## config.mk

```make
export PLATFORM = sky130hd
export DESIGN_NAME = uart_tx_arbiter
export DESIGN_NICKNAME = d
export VERILOG_FILES = /design/src/rtl/uart_pkg.sv /design/src/rtl/uart_rr_pick.sv /design/src/rtl/uart_tx_arbiter.sv
export SDC_FILE = /design/constraint.sdc
export NUM_CORES = 1
export LEC_CHECK = 0
export BUFFER_PORTS_ARGS = -buffer_cell sky130_fd_sc_hd__buf_2
export CORE_MARGIN = 10
export CORE_UTILIZATION = 25
export DETAILED_ROUTE_END_ITERATION = 6
export REMOVE_ABC_BUFFERS = 1
export SYNTH_ARGS = -nofsm -noshare
export SYNTH_HDL_FRONTEND = slang
export SYNTH_SLANG_ARGS = --single-unit
```

## constraint.sdc

```tcl
create_clock -name tx_clk -period 2.4 [get_ports tx_clk]
set_clock_uncertainty 0.05 [all_clocks]
set_input_delay 0.6 -clock tx_clk [delete_from_list [all_inputs] [get_ports tx_clk]]
set_output_delay 0.6 -clock tx_clk [all_outputs]
set_load 0.005 [all_outputs]
```

## src/rtl/uart_pkg.sv

```systemverilog
// uart_pkg: shared UART constants and transmit-arbiter state encoding
package uart_pkg;
    localparam int          UART_DATA_W          = 8;
    localparam int          CLK_HZ               = 50_000_000;
    localparam int          BAUD_DEFAULT         = 115_200;
    localparam logic [31:0] DEFAULT_HOLD_TIMEOUT = 32'd4340;
    typedef enum logic [2:0] {IDLE, GRANT, START, WAIT_HI, WAIT_LO} arb_state_t;
endpackage

```

## src/rtl/uart_rr_pick.sv

```systemverilog
// uart_rr_pick: combinational round-robin picker, first request after last
module uart_rr_pick #(
    parameter int N = 4,
    parameter int W = (N > 1) ? $clog2(N) : 1
) (
    input  logic [N-1:0] req,
    input  logic [W-1:0] last,
    output logic [W-1:0] idx,
    output logic         any
);
    logic [W-1:0] j;
    // scan farthest to nearest so the requester right after last wins
    always_comb begin
        idx = '0;
        j   = '0;
        for (int k = N; k >= 1; k--) begin
            j = W'((int'(last) + k) % N);
            if (req[j]) idx = j;
        end
        any = |req;
    end
endmodule

```

## src/rtl/uart_tx_arbiter.sv

```systemverilog
// uart_tx_arbiter: frame-granular round-robin sharing of one byte UART transmitter
module uart_tx_arbiter
    import uart_pkg::*;
#(
    parameter int          NUM_REQ      = 4,
    parameter logic [31:0] HOLD_TIMEOUT = DEFAULT_HOLD_TIMEOUT,
    localparam int         GW           = (NUM_REQ > 1) ? $clog2(NUM_REQ) : 1
) (
    input  logic                     tx_clk,
    input  logic                     tx_rst,
    input  logic [NUM_REQ-1:0]       req_valid,
    input  logic [8*NUM_REQ-1:0]     req_data,
    input  logic [NUM_REQ-1:0]       req_last,
    output logic [NUM_REQ-1:0]       req_ready,
    output logic                     utx_start,
    output logic [UART_DATA_W-1:0]   utx_data,
    input  logic                     utx_busy,
    output logic [GW-1:0]            grant_id,
    output logic                     grant_active,
    output logic                     frame_abort
);
    arb_state_t    state;
    logic [GW-1:0] last_grant;
    logic [GW-1:0] pick_id;
    logic          pick_any;
    logic          last_q;
    logic [31:0]   timer;

    uart_rr_pick #(.N(NUM_REQ), .W(GW)) u_pick (
        .req  (req_valid),
        .last (last_grant),
        .idx  (pick_id),
        .any  (pick_any)
    );

    // only the owner sees ready, and only while waiting for its next byte
    always_comb req_ready = (state == GRANT) ? NUM_REQ'(1) << grant_id : '0;

    // arbitration and transmit handshake FSM
    always_ff @(posedge tx_clk or posedge tx_rst) begin
        if (tx_rst) begin
            state        <= IDLE;
            utx_start    <= 1'b0;
            utx_data     <= '0;
            grant_id     <= '0;
            grant_active <= 1'b0;
            frame_abort  <= 1'b0;
            last_grant   <= GW'(NUM_REQ - 1);
            last_q       <= 1'b0;
            timer        <= '0;
        end else begin
            utx_start   <= 1'b0;
            frame_abort <= 1'b0;
            case (state)
                IDLE: if (pick_any) begin
                    grant_id     <= pick_id;
                    grant_active <= 1'b1;
                    timer        <= '0;
                    state        <= GRANT;
                end
                GRANT: if (req_valid[grant_id]) begin
                    utx_data  <= req_data[{grant_id, 3'b000} +: UART_DATA_W];
                    last_q    <= req_last[grant_id];
                    timer     <= '0;
                    utx_start <= 1'b1;
                    state     <= START;
                end else if (timer == HOLD_TIMEOUT - 32'd1) begin
                    frame_abort  <= 1'b1;
                    last_grant   <= grant_id;
                    grant_active <= 1'b0;
                    timer        <= '0;
                    state        <= IDLE;
                end else begin
                    timer <= timer + 32'd1;
                end
                START: state <= WAIT_HI;
                WAIT_HI: if (utx_busy) state <= WAIT_LO;
                WAIT_LO: if (!utx_busy) begin
                    timer <= '0;
                    if (last_q) begin
                        last_grant   <= grant_id;
                        grant_active <= 1'b0;
                        state        <= IDLE;
                    end else begin
                        state <= GRANT;
                    end
                end
                default: state <= IDLE;
            endcase
        end
    end
endmodule

```

### Yosys cells after proc, flatten, opt, wreduce, memory -nomap -nowiden

Cells that the tools add are included.

| word-level totals | value |
|---|---|
| bits of input ports | 43 |
| output and inout port bits | 17 |
| register bits | 51 |

| cells by class | value |
|---|---|
| reductions and logical operators | 10 |
| eq/ne operators | 12 |
| $lt $le $gt $ge | 5 |
| shift operators | 2 |
| multiplexer cells | 45 |
| $add $sub $neg | 5 |

Operator list:

| operator | number |
|---|---|
| 32-bit 2-to-1 mux | 4 |
| 32-bit one-hot mux with 3 select lines | 1 |
| 32-bit by 1-bit adder with 32-bit output, second input constant | 1 |
| 32-bit by 13-bit == test with 1-bit output, second input constant | 1 |
| 32-bit by 6-bit variable part select with 8-bit output | 1 |
| 1-bit 2-to-1 mux | 17 |
| 2-bit 2-to-1 mux | 8 |
| 2-bit by 3-bit less-than comparator with 1-bit output, second input constant | 5 |
| 3-bit 2-to-1 mux | 5 |
| 3-bit one-hot mux with 5 select lines | 1 |
| 1-bit binary-select mux with 2-bit select | 6 |
| 2-bit != test, second input constant | 5 |
| 3-bit by 2-bit == test with 1-bit output, second input constant | 2 |
| 6-bit AND reduction | 1 |
| 5-bit AND reduction | 1 |
| 2-bit by 1-bit adder with 2-bit output, second input constant | 2 |
| 2-bit adder, second input constant | 2 |
| 4-bit 2-to-1 mux | 1 |
| 2-bit one-hot mux with 2 select lines | 1 |
| 2-bit AND reduction | 2 |
| 4-bit AND reduction | 1 |
| 4-bit OR reduction | 1 |
| 1-bit by 2-bit << shifter with 4-bit output, first input constant | 1 |
| 3-bit by 1-bit == test with 1-bit output, second input constant | 1 |
| other kinds (8) | 8 |

### Logic depth before layout (Yosys ltp)

Gate-level depths: netlist of the first run.

| logic depth | value |
|---|---|
| depth after elaboration | 7 |
| depth in mapped cells | 8 |

### By module

Synthesis of the first run repeated with hierarchy kept, for this count alone.

| second synthesis, totals | value |
|---|---|
| cells, all modules | 292 |
| area, all modules | 2990.4 um^2 |

By module, submodules not included:

| module | seq. area each (um^2) | instances | cells an instance | area each (um^2) |
|---|---|---|---|---|
| uart_tx_arbiter | 1278.7 | 1 | 278 | 2899.0 |
| uart_rr_pick | 0.0 | 1 | 14 | 91.3 |

### Least setup slack after synthesis of the first run

OpenSTA, ideal clock, no wires.

| path | value |
|---|---|
| kind | input to register |
| start | input port utx_busy |
| end | register timer[24] |
| cell stages on the path | 6 |
| required time | 2272 ps |
| arrival time | 2307 ps |
| path slack | -35 ps |
| cells stage by stage | o21a_1 a2111o_1 or4_1 buf_2 or3_1 a21oi_1 |

| between the ends | value |
|---|---|
| word-level cells in the longest chain between the ends | 2 |

Ends and longest elaborated chain:

| item | RTL line | source |
|---|---|---|
| from (decl) | uart_tx_arbiter.sv:17 | `input logic utx_busy,` |
| 2-bit != test (no source line) | n/a |  |
| 3-bit AND reduction (no source line) | n/a |  |
| to (signal assigned) | uart_tx_arbiter.sv:74 | `timer <= timer + 32'd1;` |
| to (decl) | uart_tx_arbiter.sv:27 | `logic [31:0] timer;` |

Every way passes these cells.
A chain may end at the register's enable or synchronous reset.

### Final worst setup path of the first run

| path | value |
|---|---|
| start | register state[0] |
| end | register timer[24] |

| between the ends | value |
|---|---|
| word-level cells in the longest chain between the ends | 3 |
| elaborated cells between the ends (all ways) | 8 |
| those cells by class | 4 x eq/ne; 1 x mux; 3 x reduce/logical |

Ends and longest elaborated chain:

| item | RTL line | source |
|---|---|---|
| from (decl) | uart_tx_arbiter.sv:22 | `arb_state_t state;` |
| from (signal assigned) | uart_tx_arbiter.sv:42 | `state <= IDLE;` |
| from (signal assigned) | uart_tx_arbiter.sv:59 | `state <= GRANT;` |
| from (signal assigned) | uart_tx_arbiter.sv:66 | `state <= START;` |
| 3-bit == test, or another cell as far along | uart_tx_arbiter.sv:54 | `case (state)` |
| 2-bit != test (no source line) / 3-bit nonzero test (equally long branches) | n/a |  |
| 3-bit AND reduction (no source line) | n/a |  |

Several ways; a longest one is shown, not always the timed one.

==> summary.md, run 1 <==
| Metric | Value |
|---|---|
| Status | `finished clean` |
| Rows | `39` |
| Yosys Warn Count | `0` |
| Sequential area share after synthesis | `43.47%` |
| Slew Limit Fails | `0` |
| Area of the multi-input gates | `0.001533 mm²` |
| CP Cell Sequence | `o21a_1 > a2111o_1 > or4_1 > or3_1 > a21oi_1` |
| Tot Pwr | `3.410 mW` |
| Clock Latency Late Sink | `0.29 ns` |
| Die X | `128.5 µm` |
| Register area | `0.001279 mm²` |
| Slew HR | `63.07%` |
| Via Count | `2646` |
| Crit path DAT | `2.44 ns` |
| I/O Buffers | `59` |
| Maximum net fanout on the critical path | `7` |
| Clock share of power | `21.9%` |
| Final ANT Viol Nets | `0` |
| Worst stage delay on the critical path | `0.62 ns` |
| Total track usage | `9.555%` |
| Finished Cell Area | `0.003845 mm²` |
| Final net count | `440` |
| CTS tree | `yes` |
| # DRC | `0` |
| Hold Path Class | `input pin to async pin` |
| Clk root buf | `clkbuf_16` |
| Post-CTS Resized | `1` |
| Post-synth EDFFs | `0` |
| Clock Pin Slew Worst Setup and Hold Paths | `0.07 ns` |
| Fill cells | `1164` |
| Die area | `0.01650 mm²` |
| Layout overhead on the synthesized area | `30.71%` |
| # hold bufs at CTS | `0` |
| Post-synth top flop | `dfrtp_1` |
| Final setup viols | `0` |
| Net Sw Frac | `34.88%` |
| I/O pins | `60` |
| CP startpoint kind | `register` |
| Mapped Cells | `308` |
| Final hold slack | `0.2876 ns` |
| Core region area | `0.01147 mm²` |
| GP Congestion | `0.8086` |
| Lkg Pwr | `1.666 nW` |
| Critical path class | `register to register` |
| Vias in the first global route | `2898` |
| Yosys cell types | `44` |
| Seq cells post-synth | `51` |
| Share of cells above drive strength 1 | `34.76%` |
| Post-DP HPWL | `6.023 mm` |
| Sequential share of power | `33.6%` |
| Routed WL | `7.790 mm` |
| Fin crit period | `2.274 ns` |
| H-tree depth | `2` |
| Die H | `128.5 µm` |
| Postcts setup bufs | `0` |
| Ys async rst share | `100.0%` |
| Psw | `1.189 mW` |
| CTS Buf Count | `5` |
| Global-route wire length before repair | `13.25 mm` |
| Clk buf depth | `2` |
| Average size of a mapped cell | `9.551 µm²` |
| RSZ-0062 raised after global routing | `no` |
| Initial core utilization | `25.65%` |
| Final core occ | `33.53%` |
| Int Pwr | `2.221 mW` |
| Dpl cell area | `0.003664 mm²` |
| CTS sink cnt | `51` |
| Mapped cell area | `0.002942 mm²` |
| Routed len/inst | `14.43 µm` |
| ANT cells | `0` |
| Gate power share | `44.5%` |
| Number of max-cap violations | `0` |
| P per Cell Area | `886.9 mW/mm²` |
| Hold Fails Final Rpt | `0` |
| Antenna violations before repair | `0` |
| Drt initial violations | `75` |
| Slew of the pin with the lowest slew margin | `0.5488 ns` |
| F_max | `439.7 MHz` |
| Crit-path slowest cell | `or4_1` |
| Largest net degree at the start of global routing | `24` |
| Tcrit/Tclk final | `94.76%` |
| First-pass iteration count of the detailed router | `4` |
| Grt total ovfl | `0` |
| WP data required | `2.56 ns` |
| CP Capture Type | `register` |
| Vias/cell | `4.900` |
| Max VDD drop | `531.5 µV` |
-- synthesized netlist by cell type, types with 2 or more instances --
master | number | area [µm²]
or4_1 | 3 | 22.52
nand2_1 | 22 | 82.58
xnor2_1 | 16 | 140.1
a32o_1 | 2 | 20.02
nand4_1 | 8 | 50.05
nor3b_1 | 2 | 15.01
mux2_2 | 10 | 112.6
buf_4 | 2 | 15.01
dfrtp_1 | 49 | 1226
nor2_1 | 28 | 105.1
a31oi_1 | 8 | 50.05
buf_1 | 4 | 15.01
mux2i_1 | 3 | 30.03
mux4_2 | 10 | 225.2
and2_1 | 2 | 12.51
dfstp_2 | 2 | 52.55
a211o_1 | 2 | 17.52
or3_1 | 4 | 25.02
nand3_1 | 19 | 95.09
nor3_1 | 9 | 45.04
o21ai_0 | 10 | 50.05
nand3b_1 | 2 | 15.01
a21oi_1 | 14 | 70.07
o22ai_1 | 5 | 31.28
inv_1 | 19 | 71.32
and4_1 | 6 | 52.55
nor4_1 | 16 | 100.1
clkbuf_1 | 14 | 52.55
and3_1 | 2 | 12.51
-- per-stage QoR --
stage	instances	setup TNS (ns)	worst slack (ns)
floorplan	287	-8.281	-0.4512
global placement	532	-0.4902	-0.1199
detailed placement	532	-0.5342	-0.1634
CTS	540	0	0.05018
global route	540	0	0.02986
finish	540	0	0.1257
-- layout make-up --
type / count / share of cell area (%)
well taps: 143 / 4.653
clock buffers: 6 / 3.612
clock inverters: 2 / 0.3580
repair buffers: 102 / 16.40
inverters: 19 / 1.855
multi-input cells: 217 / 39.86
flip-flops and latches: 51 / 33.26
-- power by group through the flow --
stage / Clock (mW) / Sequential, mW / Combinational, mW
6_report: 0.748 / 1.15 / 1.52
5_1_grt: 0.807 / 1.17 / 1.70
4_1_cts: 0.773 / 1.15 / 1.54
3_5_place_dp: 0 / 1.16 / 1.53
3_3_place_gp: 0 / 1.15 / 1.50
2_1_floorplan: 0 / 1.26 / 0.802
-- cell usage in the layout (no fill, tap or decap), drive strengths merged, types with 3 or more instances in the layout --
cell type	n
clkbuf	6
nand4	8
inv	20
mux2i	3
mux4	10
dfrtp	49
nor2	28
nand2	22
nor4	16
buf	102
mux2	11
a31oi	8
and4	6
nand3	19
a21oi	14
xnor2	16
o21ai	10
o22ai	5
nor3	9
or4	3
or3	4
-- worst max-delay path, delay by kind of cell, from the launching register on --
kind | cells | cell delay [ns]
simple gates | 2 | 0.97
compound gates | 3 | 0.77
flops | 1 | 0.40
-- final timing paths --
path                                   from           to  slack [ns]  cells after the start
worst max-delay path               state[0]    timer[24]        0.13                      5
worst min-delay path                 tx_rst  utx_data[4]        0.29                      2
worst max register to register     state[0]    timer[24]        0.13                      5
worst min register to register  utx_data[4]  utx_data[4]        0.46                      1
max in group asynchronous            tx_rst    timer[12]        1.49                      3
min in group tx_clk             utx_data[4]  utx_data[4]        0.46                      1
-- cells by family (layout without fill, tap and decap cells) --
family,after synthesis,after routing,synth area share (%)
mux,24,24,12.89
xor+xnor,17,17,5.062
fa+ha+maj,1,1,0.4253
buf+inv,40,129,5.402
flops,51,51,43.47
simple gates,126,126,22.29
compound gates,49,49,10.46
-- metal layers --
layer | track usage (%) | routed length (µm) | vias to the layer above
li1 | - | - | 1299
met1 | 11.40 | 3574 | 1273
met2 | 15.64 | 3592 | 68
met3 | 3.655 | 527 | 6
met4 | 2.781 | 95 | 0
met5 | 0 | 0 | -
-- state kept, by name, summed over array words and instances, names as in the netlist --
register and cells:
timer 32, utx_data 8, state 3, grant_id 2, last_grant 2, frame_abort 1, grant_active 1, last_q 1
utx_start 1
No activity file was read; power rests on OpenSTA's default activity.
==> run 2: changes to the inputs <==
- CORE_UTILIZATION: 25 -> 50
- PLACE_DENSITY: unset -> 0.77
==> summary.md, run 2 (same netlist as run 1, synthesis figures left out) <==
| Metric | Value |
|---|---|
| Status | `finished clean` |
| Rows | `27 (-31%)` |
| Final net count | `432 (-1.8%)` |
| Largest net degree at the start of global routing | `52 (+120%)` |
| CP startpoint kind | `register` |
| Worst Setup SP | `timer[24]` |
| Antenna violations before repair | `0 (unchanged)` |
| Maximum net fanout on the critical path | `5 (-2)` |
| Fill cells | `466 (-60%)` |
| Clk buf depth | `2 (unchanged)` |
| Commonest non-fill, non-tap cell in the layout | `buf_2` |
| Post-DP HPWL | `5.635 mm (-6.4%)` |
| Hold Path Class | `input pin to async pin` |
| Register area | `0.001280 mm² (about the same)` |
| Slew of the pin with the lowest slew margin | `0.7352 ns (+0.1863 ns)` |
| Via Count | `2661 (+0.57%)` |
| I/O pins | `60 (unchanged)` |
| Final ANT Viol Nets | `0 (unchanged)` |
| CTS sink cnt | `51 (unchanged)` |
| GP Congestion | `0.8773 (+8.5%)` |
| Routed WL | `7.353 mm (-5.6%)` |
| Die H | `96.70 µm (-25%)` |
| Crit path to | `last_grant[1]` |
| RR Endpoint | `last_grant[1]` |
| Initial core utilization | `52.45% (+27 points)` |
| H-tree depth | `2 (unchanged)` |
| Total track usage | `15.40% (+5.8 points)` |
| Die X | `96.70 µm (-25%)` |
| Setup slack after layout | `0.08681 ns (-0.03892 ns)` |
| Global-route wire length before repair | `12.54 mm (-5.4%)` |
| Tcrit/Tclk final | `96.38% (+1.6 points)` |
| I/O Buffers | `59 (unchanged)` |
| P per Cell Area | `905.0 mW/mm² (+2.0%)` |
| Final hold slack | `0.2546 ns (-0.03301 ns)` |
| Max reg flops | `32 (unchanged)` |
| Final setup viols | `0 (unchanged)` |
| Vias in the first global route | `2744 (-5.3%)` |
| Most frequent cells in the layout | `buf_2 (59), dfrtp_1 (48), buf_4 (33)` |
| Reg2reg setup slack | `0.09 ns (-0.04 ns)` |
| Max VDD drop | `602.9 µV (+13%)` |
| Clock Pin Slew Worst Setup and Hold Paths | `0.10 ns (+0.03 ns)` |
| Layout overhead on the synthesized area | `25.31%` |
| # DRC | `0 (unchanged)` |
| CTS tree | `yes` |
| Core region area | `0.005608 mm² (-51%)` |
| Vias/cell | `5.772 (+18%)` |
| Area of the multi-input gates | `0.001545 mm² (+0.82%)` |
| Worst R2R Start | `timer[24]` |
| CP Capture Type | `register` |
| Crit path DAT | `2.51 ns (+0.07 ns)` |
| Clock Latency Late Sink | `0.32 ns (+0.03 ns)` |
| F_max | `432.3 MHz (-1.7%)` |
| Clk root buf | `clkbuf_8` |
| Number of max-cap violations | `0 (unchanged)` |
| Die area | `0.009351 mm² (-43%)` |
| Slew Limit Fails | `0 (unchanged)` |
| Postcts setup bufs | `0 (unchanged)` |
| RSZ-0062 raised after global routing | `no` |
| Routed len/inst | `15.95 µm (+11%)` |
| Share of cells above drive strength 1 | `33.93% (-0.83 points)` |
| Dpl ws | `-0.1790 ns (-0.01563 ns)` |
| First-pass iteration count of the detailed router | `4 (unchanged)` |
| Grt total ovfl | `0 (unchanged)` |
| ANT cells | `0 (unchanged)` |
| Fin crit period | `2.313 ns (+0.03892 ns)` |
| WP data required | `2.60 ns (+0.04 ns)` |
| Critical path class | `register to register` |
| Lkg Pwr | `1.609 nW (-3.4%)` |
| Hold Fails Final Rpt | `0 (unchanged)` |
| Registers with the most flip-flops | `timer (32), utx_data (8), state (3)` |
| Reg2Reg Depth | `5 (unchanged)` |
| CTS Buf Count | `5 (unchanged)` |
| Drt initial violations | `170 (+130%)` |
| # hold bufs at CTS | `0 (unchanged)` |
| Biggest register | `timer` |
| Slew HR | `50.54% (-13 points)` |
## run 2: worst min path at each step
stage                   from  slack (ns)  cells past startpoint            end
2_1_floorplan  last_grant[0]        0.43                      2  last_grant[0]
3_3_place_gp     utx_data[0]        0.43                      1    utx_data[0]
3_5_place_dp     utx_data[2]        0.44                      1    utx_data[2]
4_1_cts               tx_rst        0.27                      3      timer[17]
5_1_grt               tx_rst        0.27                      3      utx_start
6_report              tx_rst        0.25                      3      utx_start
## run 2: what timing repair did
item,4_1_cts,5_1_grt
gates resized for setup,0,9
setup endpoints to repair,0,35
hold endpoints to repair,0,0
## run 2: worst max-delay path, cell delays in order (launching register included)
cell     delay [ns]
dfrtp_1        0.43
nor4_1         0.39
nand4_1        0.15
or4_4          0.58
a211o_1        0.33
mux2_1         0.32
## run 2: area by class of cell
class | count | area share (%)
tap | 72 | 2.444
clock inverter | 3 | 1.290
sequential | 51 | 34.73
multi-input combinational | 217 | 41.92
clock buffer | 5 | 1.867
timing repair buffer | 94 | 15.82
inverter | 19 | 1.935
## run 2: report_power, final
part	switching, mW	leakage [nW]	total, mW	internal, mW
combinational	0.760	0.879	1.55	0.786
sequential	0.120	0.671	1.16	1.04
clock	0.312	0.0587	0.628	0.316
## run 2: metrics by stage
step	setup TNS, ns	utilization, %	std cells	cell area, µm²	total power [mW]
after floorplan	-8.281	-	287	2854	2.061
after global placement	-0.4323	62.90	453	3527	2.643
after detailed placement	-0.7449	62.90	453	3527	2.712
after CTS	0	64.97	461	3643	3.335
after global routing	0	65.73	461	3686	3.590
final	0	65.73	461	3686	3.336
## run 2: layer usage
metal	up-vias	global-route usage, %	share of wire (%)
li1	1285	-	-
met1	1270	18.57	43
met5	-	0	0
met2	99	24.49	47
met4	0	4.284	1.3
met3	7	6.529	8.4
==> run 3: changes to the inputs <==
- ABC_AREA: unset -> 1
- CORE_UTILIZATION: 50 -> 52
==> summary.md, run 3 <==
| Metric | Value |
|---|---|
| CTS sink cnt | `51 (unchanged)` |
| Largest family of logic cells by synthesized area | `simple AND/OR/NAND/NOR gates` |
| Clock Latency Late Sink | `0.31 ns (about the same)` |
| Routed WL | `10.20 mm (+39%)` |
| Final ANT Viol Nets | `0 (unchanged)` |
| Top post-synthesis cells by area | `dfrtp_1 (33%), nand2_1 (21%), nand3_1 (8.3%)` |
| CP Cell Sequence | `nor3_4 > inv_2 > nor3_1 > buf_2` |
| Initial core utilization | `53.63% (+1.2 points)` |
| Adder-cell share of the synthesized area | `0.3415% (-0.084 points)` |
| Global-route wire length before repair | `17.31 mm (+38%)` |
| Status | `finished clean` |
| CTS tree | `yes` |
| Number of buffers and inverters on the critical path | `2 (+2)` |
| Sequential area share after synthesis | `34.90% (-8.6 points)` |
| Post-synth EDFFs | `0 (unchanged)` |
| Tcrit/Tclk final | `89.14% (-7.2 points)` |
| Final setup viols | `0 (unchanged)` |
| GP Congestion | `0.9710 (+11%)` |
| CP startpoint kind | `register` |
| Fin crit period | `2.139 ns (-0.1737 ns)` |
| WP data required | `1.75 ns (-0.85 ns)` |
| Clk buf depth | `2 (unchanged)` |
| Vias/cell | `5.374 (-6.9%)` |
| Largest net degree at the start of global routing | `52 (unchanged)` |
| Hold Fails Final Rpt | `0 (unchanged)` |
| Setup TNS | `0 ns (unchanged)` |
| Critical path class | `register to output pin` |
| Mapped Cells | `589 (+91%)` |
| Most frequent cells in the layout | `nand2_1 (204), nor2_1 (80), nand3_1 (61)` |
| I/O pins | `60 (unchanged)` |
| Tot Pwr | `3.642 mW (+9.2%)` |
| P per Cell Area | `876.5 mW/mm² (-3.1%)` |
| Hold Path Class | `input pin to async pin` |
| # DRC | `0 (unchanged)` |
| # hold bufs at CTS | `0 (unchanged)` |
| Leading area contributor after synthesis | `dfrtp_1` |
| Antenna violations before repair | `0 (unchanged)` |
| Dpl ws | `0.4120 ns (+0.5910 ns)` |
| Simple-Gate Fraction of Synth Area | `47.06% (+25 points)` |
| CTS Buf Count | `5 (unchanged)` |
| Vias in the first global route | `3807 (+39%)` |
| Clock Pin Slew Worst Setup and Hold Paths | `0.10 ns (about the same)` |
| Core region area | `0.006832 mm² (+22%)` |
| Post-synth top flop | `dfrtp_1` |
| Ys async rst share | `100.0% (unchanged)` |
| Setup slack after layout | `0.2605 ns (+0.1737 ns)` |
| Total track usage | `18.74% (+3.3 points)` |
| Slew of the pin with the lowest slew margin | `0.6557 ns (-0.07946 ns)` |
| Yosys top cell area share | `33.47% (-8.2 points)` |
| Registers with the most flip-flops | `timer (32), utx_data (8), state (3)` |
| Clk root buf | `clkbuf_8` |
| CP Capture Type | `output pin` |
| Commonest non-fill, non-tap cell in the layout | `nand2_1` |
| Rows | `30 (+11%)` |
| Final core occ | `60.82% (-4.9 points)` |
| First-pass iteration count of the detailed router | `5 (+1)` |
| Worst stage delay on the critical path | `0.46 ns (-0.12 ns)` |
| Drt initial violations | `291 (+71%)` |
| ANT cells | `0 (unchanged)` |
| Slew HR | `56.29% (+5.7 points)` |
| Yosys Warn Count | `0 (unchanged)` |
| Maximum net fanout on the critical path | `14 (+9)` |
| Lkg Pwr | `1.974 nW (+23%)` |
| Postcts setup bufs | `0 (unchanged)` |
| Die area | `0.01080 mm² (+16%)` |
| Post-DP HPWL | `8.036 mm (+43%)` |
| I/O Buffers | `59 (unchanged)` |
| Slew Limit Fails | `0 (unchanged)` |
| Layout overhead on the synthesized area | `13.42%` |
| Crit path DAT | `1.49 ns (-1.02 ns)` |
| Via Count | `3966 (+49%)` |
| Crit-path slowest cell | `dfrtp_1` |
| Max reg flops | `32 (unchanged)` |
| Seq cells post-synth | `51 (unchanged)` |
| Number of max-cap violations | `0 (unchanged)` |
| Routed len/inst | `13.83 µm (-13%)` |
| Mapped cell area | `0.003664 mm² (+25%)` |
| Final net count | `685 (+59%)` |
| Yosys cell types | `29 (-34%)` |
| F_max | `467.4 MHz (+8.1%)` |
| Top cells by count, synth | `nand2_1 (204), nor2_1 (80), nand3_1 (61)` |
| Max VDD drop | `859.2 µV (+43%)` |
| Cell family with most CP delay | `flip-flops` |
| Share of cells above drive strength 1 | `13.55% (-20 points)` |
| Reg2reg setup slack | `0.36 ns (+0.27 ns)` |
| Die X | `103.9 µm (+7.5%)` |
| Average size of a mapped cell | `6.220 µm² (-35%)` |
| Post-CTS Resized | `0 (unchanged)` |
| Grt total ovfl | `0 (unchanged)` |
| Mux cell area share after synthesis | `0% (-13 points)` |
| Compound-Gate Fraction of Synth Area | `7.753% (-2.7 points)` |
| Most common cell in the netlist | `nand2_1` |
| RSZ-0062 raised after global routing | `no` |
| Biggest register | `timer` |
| Die H | `103.9 µm (+7.5%)` |
| H-tree depth | `2 (unchanged)` |
| Synth Area in XOR/XNOR | `1.434% (-3.6 points)` |
==> run 3: path summary, 6_finish.rpt <==
path                               from      endpoint  cells after the start
setup / recovery               state[1]  req_ready[1]                      4
hold / removal                   tx_rst     timer[26]                      3
setup reg to reg               timer[0]     timer[12]                      8
hold reg to reg            grant_active  grant_active                      2
min in group tx_clk        grant_active  grant_active                      2
max in group asynchronous        tx_rst     timer[19]                      3
==> run 3: area by class of cell <==
type / count / area (µm²)
fill: 681 / 2676
multi-input combinational: 460 / 2073
sequential: 51 / 1279
timing repair buffer: 66 / 347.8
inverter: 57 / 214.0
tap: 96 / 120.1
clock buffer: 6 / 82.58
clock inverter: 2 / 38.79
==> run 3: cells by family after synthesis <==
| kind of cell | Yosys count |
|---|---|
| and+or+nand+nor | 401 |
| DFF | 51 |
| xor gates and xnor gates | 6 |
| adders and majority gates | 1 |
| buffers and inverters | 78 |
| AOI/OAI and AO/OA | 52 |
==> run 3: worst reg2reg max path, stage by stage (launching register included) <==
cell	delay (ns)
dfrtp_1	0.45
ha_1	0.39
inv_1	0.14
nor2_1	0.20
nand2_1	0.15
nor3_1	0.31
nand3_1	0.13
nand2_1	0.08
nor2_1	0.03
==> run 3: layer usage <==
layer | vias up | global-route usage, % | routed length (µm)
li1 | 2019 | - | -
met1 | 1806 | 23.83 | 4864
met4 | 0 | 4.771 | 148
met2 | 126 | 30.45 | 4562
met3 | 15 | 5.328 | 628
met5 | - | 0 | 0
==> run 3: stage by stage <==
| step | area [µm²] | instances | hold WS, ns |
|---|---|---|---|
| floorplan | 3566 | 568 | 0.4143 |
| global placement | 4034 | 730 | 0.4374 |
| detailed placement | 4034 | 730 | 0.4370 |
| CTS | 4155 | 738 | 0.4304 |
| global route | 4155 | 738 | 0.4722 |
| finish | 4155 | 738 | 0.3910 |
==> run 3: report_power, final <==
group | internal (mW) | switching (mW) | leakage, nW
registers | 1.04 | 0.161 | 0.670
clock network | 0.343 | 0.303 | 0.0618
logic | 0.590 | 1.21 | 1.24
total | 1.97 | 1.67 | 1.97
